### src/rtl/mdu_pkg.sv
// rtl/mdu_pkg.sv - shared constants, state encoding and helpers for the RV32M sequencer
// Purpose: funct3 op codes, FSM states, iteration sizing, divide special-case
//          constants and two's-complement negate helpers used by mdu_seq/mdu_step.
// Ports:   none (package).
package mdu_pkg;

  localparam int XLEN  = 32;
  localparam int ITER  = 32;
  localparam int CNT_W = 6;

  localparam logic [2:0] MD_MUL    = 3'b000;
  localparam logic [2:0] MD_MULH   = 3'b001;
  localparam logic [2:0] MD_MULHSU = 3'b010;
  localparam logic [2:0] MD_MULHU  = 3'b011;
  localparam logic [2:0] MD_DIV    = 3'b100;
  localparam logic [2:0] MD_DIVU   = 3'b101;
  localparam logic [2:0] MD_REM    = 3'b110;
  localparam logic [2:0] MD_REMU   = 3'b111;

  typedef enum logic [1:0] {
    ST_IDLE = 2'd0,
    ST_CALC = 2'd1,
    ST_FIX  = 2'd2,
    ST_DONE = 2'd3
  } state_t;

  localparam logic [31:0] DIV_ALL_ONES = 32'hFFFF_FFFF;
  localparam logic [31:0] DIV_INT_MIN  = 32'h8000_0000;

  function automatic logic [31:0] neg32(input logic en, input logic [31:0] v);
    return en ? (~v + 32'd1) : v;
  endfunction

  function automatic logic [63:0] neg64(input logic en, input logic [63:0] v);
    return en ? (~v + 64'd1) : v;
  endfunction

endpackage

### src/rtl/mdu_if.sv
// rtl/mdu_if.sv - Execute-stage handshake bundle between the pipeline and mdu_seq
// Purpose: groups the M-extension request, operands, flush and the stall/result
//          return path.
// Ports:   master = Execute side (drives MdStartE, funct3E, SrcAE, SrcBE, FlushE);
//          slave  = sequencer side (drives StallMD, MdBusy, MdValid, MdResultE).
interface mdu_if;

  logic        MdStartE;
  logic [2:0]  funct3E;
  logic [31:0] SrcAE;
  logic [31:0] SrcBE;
  logic        FlushE;
  logic        StallMD;
  logic        MdBusy;
  logic        MdValid;
  logic [31:0] MdResultE;

  modport master (
    output MdStartE, funct3E, SrcAE, SrcBE, FlushE,
    input  StallMD, MdBusy, MdValid, MdResultE
  );

  modport slave (
    input  MdStartE, funct3E, SrcAE, SrcBE, FlushE,
    output StallMD, MdBusy, MdValid, MdResultE
  );

endinterface

### src/rtl/mdu_step.sv
// rtl/mdu_step.sv - one combinational iteration of shift-add multiply / restoring divide
// Purpose: next value of the {hi, lo} working register for one CALC cycle.
//          Multiply: hi = running high product, lo = multiplier shifting out.
//          Divide:   hi = partial remainder, lo = dividend shifting out / quotient in.
// Ports:   is_div (select divide), hi_in/lo_in (working register), opb (multiplicand
//          or divisor magnitude), hi_out/lo_out (next working register).
// Config:  MDU_DIV_EN defined compiles the divide path; otherwise multiply only.
module mdu_step
  import mdu_pkg::*;
(
  input  logic            is_div,
  input  logic [XLEN-1:0] hi_in,
  input  logic [XLEN-1:0] lo_in,
  input  logic [XLEN-1:0] opb,
  output logic [XLEN-1:0] hi_out,
  output logic [XLEN-1:0] lo_out
);

  // Carry out of the add becomes the top bit after the right shift.
  logic [XLEN:0] sum;

  always_comb begin
    sum = {1'b0, hi_in} + (lo_in[0] ? {1'b0, opb} : {(XLEN+1){1'b0}});
  end

`ifdef MDU_DIV_EN
  logic [XLEN:0] shifted;
  logic [XLEN:0] trial;

  // The remainder stays below the divisor, so the shifted value fits in 33 bits
  // and a clear borrow bit means the trial subtract succeeded.
  always_comb begin
    shifted = {hi_in, lo_in[XLEN-1]};
    trial   = shifted - {1'b0, opb};
    if (is_div) begin
      if (!trial[XLEN]) begin
        hi_out = trial[XLEN-1:0];
        lo_out = {lo_in[XLEN-2:0], 1'b1};
      end else begin
        hi_out = shifted[XLEN-1:0];
        lo_out = {lo_in[XLEN-2:0], 1'b0};
      end
    end else begin
      hi_out = sum[XLEN:1];
      lo_out = {sum[0], lo_in[XLEN-1:1]};
    end
  end
`else
  logic unused_is_div;
  assign unused_is_div = is_div;

  always_comb begin
    hi_out = sum[XLEN:1];
    lo_out = {sum[0], lo_in[XLEN-1:1]};
  end
`endif

endmodule

### src/rtl/mdu_seq.sv
// rtl/mdu_seq.sv - iterative RV32M multiply/divide sequencer for the Execute stage
// Purpose: latches one M-extension op, runs 32 iterations on operand magnitudes,
//          sign-corrects in FIX, pulses MdValid in DONE and stalls the pipeline
//          until then.
// Ports:   clk, rst (sync active-high); md (mdu_if.slave): MdStartE, funct3E,
//          SrcAE, SrcBE, FlushE in; StallMD, MdBusy, MdValid, MdResultE out.
// Config:  MDU_DIV_EN defined enables DIV/DIVU/REM/REMU; undefined, funct3 1xx
//          completes in one cycle with a zero result.
module mdu_seq
  import mdu_pkg::*;
(
  input  logic  clk,
  input  logic  rst,
  mdu_if.slave  md
);

  state_t           state, state_next;
  logic [CNT_W-1:0] cnt;
  logic [2:0]       op;
  logic [XLEN-1:0]  hi, lo, opb;
  logic             neg_res;
  logic [XLEN-1:0]  result;
  logic [XLEN-1:0]  step_hi, step_lo;

  logic             start;
  logic             a_sgn, b_sgn;
  logic [XLEN-1:0]  abs_a, abs_b;
  logic             special;
  logic [XLEN-1:0]  special_res;
  logic [2*XLEN-1:0] product;
  logic [XLEN-1:0]  fix_res;

`ifdef MDU_DIV_EN
  logic             rem_neg;
  logic             div_by_zero, div_ovf;
  logic [XLEN-1:0]  quo, rem;
`endif

  assign start = md.MdStartE & ~md.FlushE;

  // MUL is treated as signed x signed: the low word is identical either way.
  always_comb begin
    a_sgn = md.SrcAE[XLEN-1] & (md.funct3E inside {MD_MUL, MD_MULH, MD_MULHSU, MD_DIV, MD_REM});
    b_sgn = md.SrcBE[XLEN-1] & (md.funct3E inside {MD_MUL, MD_MULH, MD_DIV, MD_REM});
    abs_a = neg32(a_sgn, md.SrcAE);
    abs_b = neg32(b_sgn, md.SrcBE);
  end

`ifdef MDU_DIV_EN
  always_comb begin
    div_by_zero = md.funct3E[2] & (md.SrcBE == '0);
    div_ovf     = (md.funct3E == MD_DIV || md.funct3E == MD_REM) &&
                  (md.SrcAE == DIV_INT_MIN) && (md.SrcBE == DIV_ALL_ONES);
    special     = div_by_zero | div_ovf;
    // funct3[1] distinguishes remainder ops from quotient ops.
    if (div_by_zero) begin
      special_res = md.funct3E[1] ? md.SrcAE : DIV_ALL_ONES;
    end else begin
      special_res = md.funct3E[1] ? '0 : DIV_INT_MIN;
    end
  end
`else
  always_comb begin
    special     = md.funct3E[2];
    special_res = '0;
  end
`endif

  always_comb begin
    product = neg64(neg_res, {hi, lo});
    fix_res = (op == MD_MUL) ? product[XLEN-1:0] : product[2*XLEN-1:XLEN];
`ifdef MDU_DIV_EN
    quo = neg32(neg_res, lo);
    rem = neg32(rem_neg, hi);
    if (op[2]) begin
      fix_res = op[1] ? rem : quo;
    end
`endif
  end

  mdu_step u_step (
    .is_div (op[2]),
    .hi_in  (hi),
    .lo_in  (lo),
    .opb    (opb),
    .hi_out (step_hi),
    .lo_out (step_lo)
  );

  always_ff @(posedge clk) begin
    if (rst) begin
      state <= ST_IDLE;
    end else begin
      state <= state_next;
    end
  end

  always_comb begin
    state_next = state;
    case (state)
      ST_IDLE: begin
        if (start) begin
          state_next = special ? ST_DONE : ST_CALC;
        end
      end
      ST_CALC: begin
        // Flush takes priority over leaving on the final iteration.
        if (md.FlushE) begin
          state_next = ST_IDLE;
        end else if (cnt == CNT_W'(ITER-1)) begin
          state_next = ST_FIX;
        end
      end
      ST_FIX: begin
        state_next = md.FlushE ? ST_IDLE : ST_DONE;
      end
      ST_DONE: begin
        state_next = ST_IDLE;
      end
      default: begin
        state_next = ST_IDLE;
      end
    endcase
  end

  always_ff @(posedge clk) begin
    if (rst) begin
      cnt     <= '0;
      op      <= '0;
      hi      <= '0;
      lo      <= '0;
      opb     <= '0;
      neg_res <= 1'b0;
      result  <= '0;
`ifdef MDU_DIV_EN
      rem_neg <= 1'b0;
`endif
    end else begin
      case (state)
        ST_IDLE: begin
          if (start) begin
            op      <= md.funct3E;
            hi      <= '0;
            lo      <= abs_a;
            opb     <= abs_b;
            neg_res <= a_sgn ^ b_sgn;
            cnt     <= '0;
`ifdef MDU_DIV_EN
            rem_neg <= a_sgn;
`endif
            if (special) begin
              result <= special_res;
            end
          end
        end
        ST_CALC: begin
          hi  <= step_hi;
          lo  <= step_lo;
          cnt <= cnt + CNT_W'(1);
        end
        ST_FIX: begin
          if (!md.FlushE) begin
            result <= fix_res;
          end
        end
        default: begin
        end
      endcase
    end
  end

  assign md.StallMD   = ((state == ST_IDLE) & start) | (state == ST_CALC) | (state == ST_FIX);
  assign md.MdBusy    = (state != ST_IDLE);
  assign md.MdValid   = (state == ST_DONE);
  assign md.MdResultE = result;

endmodule

### src/flat_wrapper.sv
// flat-port wrapper written by rule: the top's interface ports become plain ports
module mdu_seq_flat import mdu_pkg::*;
  (clk, rst, md_MdStartE, md_funct3E, md_SrcAE, md_SrcBE, md_FlushE, md_StallMD, md_MdBusy, md_MdValid, md_MdResultE);
  mdu_if md_i ();
  input  logic clk;
  input  logic rst;
  input wire logic [$bits(md_i.MdStartE)-1:0] md_MdStartE;
  input wire logic [$bits(md_i.funct3E)-1:0] md_funct3E;
  input wire logic [$bits(md_i.SrcAE)-1:0] md_SrcAE;
  input wire logic [$bits(md_i.SrcBE)-1:0] md_SrcBE;
  input wire logic [$bits(md_i.FlushE)-1:0] md_FlushE;
  output wire logic [$bits(md_i.StallMD)-1:0] md_StallMD;
  output wire logic [$bits(md_i.MdBusy)-1:0] md_MdBusy;
  output wire logic [$bits(md_i.MdValid)-1:0] md_MdValid;
  output wire logic [$bits(md_i.MdResultE)-1:0] md_MdResultE;
  assign md_i.MdStartE = md_MdStartE;
  assign md_i.funct3E = md_funct3E;
  assign md_i.SrcAE = md_SrcAE;
  assign md_i.SrcBE = md_SrcBE;
  assign md_i.FlushE = md_FlushE;
  assign md_StallMD = md_i.StallMD;
  assign md_MdBusy = md_i.MdBusy;
  assign md_MdValid = md_i.MdValid;
  assign md_MdResultE = md_i.MdResultE;
  mdu_seq u_core (.clk(clk), .rst(rst), .md(md_i));
endmodule
### config.mk
export PLATFORM = sky130hd
export DESIGN_NAME = mdu_seq_flat
export DESIGN_NICKNAME = d
export VERILOG_FILES = /design/src/rtl/mdu_pkg.sv /design/src/rtl/mdu_if.sv /design/src/rtl/mdu_step.sv /design/src/rtl/mdu_seq.sv /design/src/flat_wrapper.sv
export SDC_FILE = /design/constraint.sdc
export NUM_CORES = 1
export LEC_CHECK = 0
export ABC_AREA = 1
export BUFFER_PORTS_ARGS = -buffer_cell sky130_fd_sc_hd__buf_2
export CORE_UTILIZATION = 39
export CTS_BUF_LIST = sky130_fd_sc_hd__clkbuf_2
export CTS_CLUSTER_DIAMETER = 30
export DETAILED_ROUTE_END_ITERATION = 16
export PLACE_DENSITY_LB_ADDON = 0.15
export SYNTH_ARGS = -nofsm -noshare
export SYNTH_HDL_FRONTEND = slang
export SYNTH_SLANG_ARGS = --single-unit
### constraint.sdc
create_clock -name clk -period 6.75 [get_ports clk]
set_input_delay 0.3375 -clock clk [delete_from_list [all_inputs] [get_ports clk]]
set_output_delay 0.3375 -clock clk [all_outputs]
set_load 0.03 [all_outputs]
# [Word-level counts from Yosys, hierarchy flattened]
# Index checks and enable logic that the tools add are counted.
[word_totals] output_inout_bits=35 reg_bits=140 input_bits=71 romBits=0 latchBits=0 mem_count=0 mem_bits_rw=0
[op_classes] n_eq_ne=12 n_bitwise=11 add_sub_neg=5 n_lt_le_gt_ge=0 mul=0 div_mod_pow=0 mux=21 n_reduce_logical=12 shift=0
[op_table] op="32-bit two-way mux" count=9
[op_table] op="32-bit case mux with 2 select lines" count=3
[op_table] op="32-bit by 1-bit adder with 32-bit output, second input constant" count=2
[op_table] op="64-bit by 1-bit adder with 64-bit output, second input constant" count=1
[op_table] op="64-bit two-way mux" count=1
[op_table] op="32-bit inverter" count=2
[op_table] op="64-bit inverter" count=1
[op_table] op="32-bit by 33-bit adder with 33-bit output" count=1
[op_table] op="6-bit case mux with 2 select lines" count=1
[op_table] op="2-bit two-way mux" count=5
[op_table] op="2-bit case mux with 4 select lines" count=1
[op_table] op="6-bit by 1-bit adder with 6-bit output, second input constant" count=1
[op_table] op="3-bit == test, second input constant" count=2
[op_table] op="6-bit by 5-bit == test with 1-bit output, second input constant" count=1
[op_table] op="3-bit logical NOT" count=2
[op_table] op="6-bit two-way mux" count=1
[op_table] op="2-bit AND reduction" count=3
[op_table] op="2-bit nonzero test" count=3
[op_table] op="5-bit nonzero test" count=1
[op_table] op="1-bit bitwise AND" count=4
[op_table] op="2-bit == test, second input constant" count=2
[op_table] op="2-bit inequality test, second input constant" count=2
[op_table] op="4-bit AND reduction" count=1
[op_table] op="4-bit nonzero test" count=1
[op_table] op="other kinds (9)" count=10

# [Depth between registers and ports, before layout]
[depth] ltp_word=6 depth_mapped=20 ltp_nobuf=18

# [Modules after synthesis]
# A second synthesis with hierarchy kept.
[hier_totals] cells_unflattened=2272 hier_area_um2=12657.1
[by_module_without_submodules] mod="mdu_seq" n_inst=1 seq_area_each_um2=2802.7 cells_per_inst=1669 area_per_inst_um2=9786.9
[by_module_without_submodules] mod="mdu_step" n_inst=1 seq_area_each_um2=0.0 cells_per_inst=603 area_per_inst_um2=2870.3

# [Worst setup path after synthesis]
# No wires, ideal clock.
[synth_path] path_kind="register -> register" from="reg u_core.lo[0]" to="reg u_core.hi[29]" arrival_ps=2282 period_less_slack_ps=2414 required_ps=6618 n_path_buf=2 path_stages_with_launch=18 setup_time_ps=132 setup_slack_ps=4336 path_cell_list="dfxtp_1 > buf_6 > clkbuf_1 > nand2_1 > inv_1 > ha_1 > inv_1 > fa_1 > inv_1 > nand3_1 > nand2_1 > a21boi_1 > o21ai_0 > nand2_1 > nand2_1 > nand2_1 > nand3_1 > a21oi_1"
[synth_via] elab_chain_cells=3
[synth_rtl] item="start: declaration" line_no="mdu_seq.sv:20" source="logic [XLEN-1:0] hi, lo, opb;"
[synth_rtl] item="start signal: assignment" line_no="mdu_seq.sv:144" source="lo <= abs_a;"
[synth_rtl] item="start signal: assignment" line_no="mdu_seq.sv:158" source="lo <= step_lo;"
[synth_rtl] item="32-bit two-way mux" line_no="mdu_step.sv:23" source="sum = {1'b0, hi_in} + (lo_in[0] ? {1'b0, opb} : {(XLEN+1){1'b0}});"
[synth_rtl] item="32-bit by 33-bit adder with 33-bit output" line_no="mdu_step.sv:23"
[synth_rtl] item="32-bit case mux with 2 select lines" line_no="mdu_seq.sv:139" source="case (state)"
[synth_rtl] item="end signal: assignment" line_no="mdu_seq.sv:157" source="hi <= step_hi;"
[synth_rtl] item="end: declaration" line_no="mdu_seq.sv:20"
# No other way between the ends.
# A chain may end at the register's enable or synchronous reset.

# [Worst setup path in the final report]
# Ends and elaborated chain as after synthesis.

==> results.py <==
metrics = {
    "timing": {
        "fin_ws_ns": 3.49,
        "slew_headroom_pct": 30.3,
        "fmax_mhz": 307,
        "period_share_pct": 48.3,
        "maxSlewViolCount": 0,
        "rsz0062_at_grt": "false",
        "period_needed_ns": 3.26,
        "skew_ns": 0.0378,
        "hold_viol_final": 0,
        "setup_tns_ns": 0,
        "tightest_slew_ns": 1.04,
        "setup_violations": 0,
    },
    "final_layout": {
        "nNetsFinal": 2312,
        "final_common_cell": "nand2_1",
        "drive_above_1_share_pct": 10.7,
        "design_area_um2": 13900,
        "layout_common_cells": "nand2_1 (559), nor2_1 (262), inv_1 (238), nand3_1 (199), a21oi_1 (167)",
        "area_growth_syn_to_layout_pct": 15.5,
    },
    "setup_path": {
        "path_cells": "nand2_1, inv_1, ha_1, inv_1, fa_1, inv_1, nand3_1, nand2_1, a21boi_1, o21ai_0, nand2_1, nand2_1, nand2_1, nand3_1, a21oi_1",
        "crit_fanout": 34,
        "max_stage_delay_ns": 1.06,
        "cpMostUsedCell": "nand2_1",
        "arrival_ns": 3.94,
        "worstPathRequired_ns": 7.43,
        "cp_slowest_cell": "dfxtp_1",
        "startpoint_type": "flop",
        "crit_path_end_kind": "flop",
        "worstSetupPathType": "flop to flop",
        "path_buf_inv": 3,
        "critical-path-top-delay-family": "flip-flops",
    },
    "synthesis": {
        "synth_top_cell_by_area": "dfxtp_1",
        "synthTopCellsByArea": "dfxtp_1 (23%), nand2_1 (17%), nand3_1 (8.3%), nor2_1 (8.2%), inv_1 (7.4%)",
        "async_flop_share_pct": 0,
        "ys_seq_elements": 140,
        "yosys_warnings": 0,
        "syn-instance-count": 2056,
        "synth_edf_count": 0,
        "syn_nets": 2164,
        "yosys.area.top_type_share_pct": 23.3,
        "syn_area_per_cell_um2": 5.85,
        "ys_dominant_reg_cell": "dfxtp_1",
        "synth_cell_types": 57,
        "yosysSeqAreaShare_pct": 23.3,
        "synth_area_um2": 12000,
    },
    "clock_tree": {
        "ctsRootBufferMaster": "clkbuf_2",
        "clk_pin_slew_ns": 0.24,
        "clk_latency_ns": 0.82,
        "numCtsBuffers": 17,
        "cts_resized": 0,
        "h-tree-depth": 4,
        "clock_sinks": 140,
        "clockBufferDepth": 2,
        "cts_tree": "built",
    },
    "placement": {
        "portBuffers": 105,
        "pre_cts_ws_ns": 3.57,
        "hpwlAfterDp_um": 32800,
        "dpl_cell_area_um2": 12800,
        "gp_congestion": 0.977,
    },
    "global_route": {
        "grt_usage_pct": 27.6,
        "overflow": 0,
        "use_met1_pct": 40.8,
        "use_met3_pct": 3.15,
        "grt_pass1_vias": 12427,
        "grt_max_degree": 87,
        "antenna_found_initial": 1,
        "met2_usage_pct": 41.7,
        "grt_pass1_wl_um": 67500,
        "busiest_layer": "met2",
    },
    "routing": {
        "num_vias": 14011,
        "finalWirelength_um": 43100,
        "via_per_inst": 5.37,
        "drt_iter0_drc": 1308,
        "antenna_left": 0,
        "drcViolationCount": 0,
        "wire_per_inst_um": 16.5,
        "dr.pass1.iters": 8,
    },
    "pwr": {
        "clockPowerShare_pct": 22.1,
        "finalPower_mw": 2.31,
        "vdd_ir_drop_max_mv": 0.140,
        "p_sw_mw": 1.02,
        "power_frac_comb_pct": 37.6,
        "power.density_nw_per_um2": 166,
        "p_leak_nw": 6.51,
        "intPower_mw": 1.30,
        "netSwitchingFraction_pct": 44.0,
        "pwr-share-seq_pct": 40.2,
    },
    "floorplanning": {
        "rows": 63,
        "core_um2": 30000,
        "die-area_um2": 31500,
        "io_pins": 106,
        "die_h_um": 178,
        "die_w_um": 178,
        "floorplan.initialDensity_pct": 40.1,
    },
    "hold_path": {
        "hold_class": "primary input to flop",
    },
    "job": {
        "maxCapViolations": 0,
    },
    "run_status": {
        "status": "finished, final reports clean",
    },
}
==> repair_timing <==
item	in CTS	in global routing
hold buffers	88	0
endpoints found under the hold margin	71	0
setup buffers	0	0
==> per-stage QoR <==
stage                     std cells  hold slack (ns)  util [%]
after global placement         2487            0.451      42.6
after detailed placement       2487            0.453      42.6
after global routing           2608            0.101      46.3
after CTS                      2607           0.0948      46.3
after floorplan                2056            0.437         -
final                          2608            0.138      46.3
==> kinds of logic (layout without fill, tap and decap cells) <==
logic type | after synthesis | count (layout) | synth area share (%)
XOR/XNOR | 20 | 20 | 1.46
flip-flops | 140 | 140 | 23.3
adder cells (fa/ha/maj) | 37 | 37 | 3.91
AND/OR/NAND/NOR | 1161 | 1161 | 42.9
AO/OA/AOI/OAI | 373 | 373 | 17.8
other | 0 | 1 | 0
buffers and inverters | 325 | 486 | 10.6
==> cell type report <==
type,count,area [um^2]
Antenna cell,1,2.50
Clock buffer,18,90.1
Clock inverter,14,136
Fill cell,3263,16100
Inverter,254,956
Multi-Input combinational cell,1591,7950
Sequential cell,140,2800
Tap cell,390,488
Timing Repair Buffer,200,1460
==> path summary, 6_finish.rpt <==
path	to	depth (start not counted)	slack, ns	from
setup / recovery	u_core.hi[29]$_SDFFE_PP0P_	15	3.49	u_core.lo[0]$_SDFFE_PP0P_
hold / removal	u_core.opb[30]$_SDFFE_PP0P_	5	0.14	md_SrcBE[31]
setup reg to reg	u_core.hi[29]$_SDFFE_PP0P_	15	3.49	u_core.lo[0]$_SDFFE_PP0P_
hold reg to reg	u_core.md.MdResultE[9]$_SDFFE_PP0P_	2	0.48	u_core.md.MdResultE[9]$_SDFFE_PP0P_
==> power by group through the flow <==
stage | clock, mW | sequential, mW | combinational [mW]
2_1_floorplan | 0 | 0.927 | 0.601
3_3_place_gp | 0 | 0.943 | 0.806
3_5_place_dp | 0 | 0.944 | 0.812
4_1_cts | 0.526 | 0.928 | 0.855
5_1_grt | 0.563 | 0.937 | 0.960
6_report | 0.512 | 0.929 | 0.870
==> state kept, by name (all words and copies together), names as in the netlist <==
register             flops
u_core.cnt               6
u_core.hi               32
u_core.lo               32
u_core.md.MdResultE     32
u_core.neg_res           1
u_core.op                3
u_core.opb              32
u_core.state             2
==> cells in the mapped netlist, drive strengths merged, types with 8 or more instances <==
cell type,number
nand2,574
nor2,291
inv,251
nand3,209
a21oi,173
dfxtp,140
o21ai,117
buf,37
ha,36
clkbuf,34
nand4,33
nor3,28
xor2,20
a31oi,19
o22ai,16
nand3b,13
o211ai,13
o221ai,8
==> worst min-delay path, stage by stage <==
cell,delay (ns)
buf_2,0.13
nand3_4,0.23
o211ai_1,0.14
nand2_1,0.06
inv_1,0.03
==> per-layer routing <==
layer / routed length, um / part of all wire, %
met1: 21100 / 49
met2: 18500 / 43
met3: 2700 / 6.3
met4: 787 / 1.8
met5: 0 / 0
Note: power is estimated with default switching activity, not from simulation.
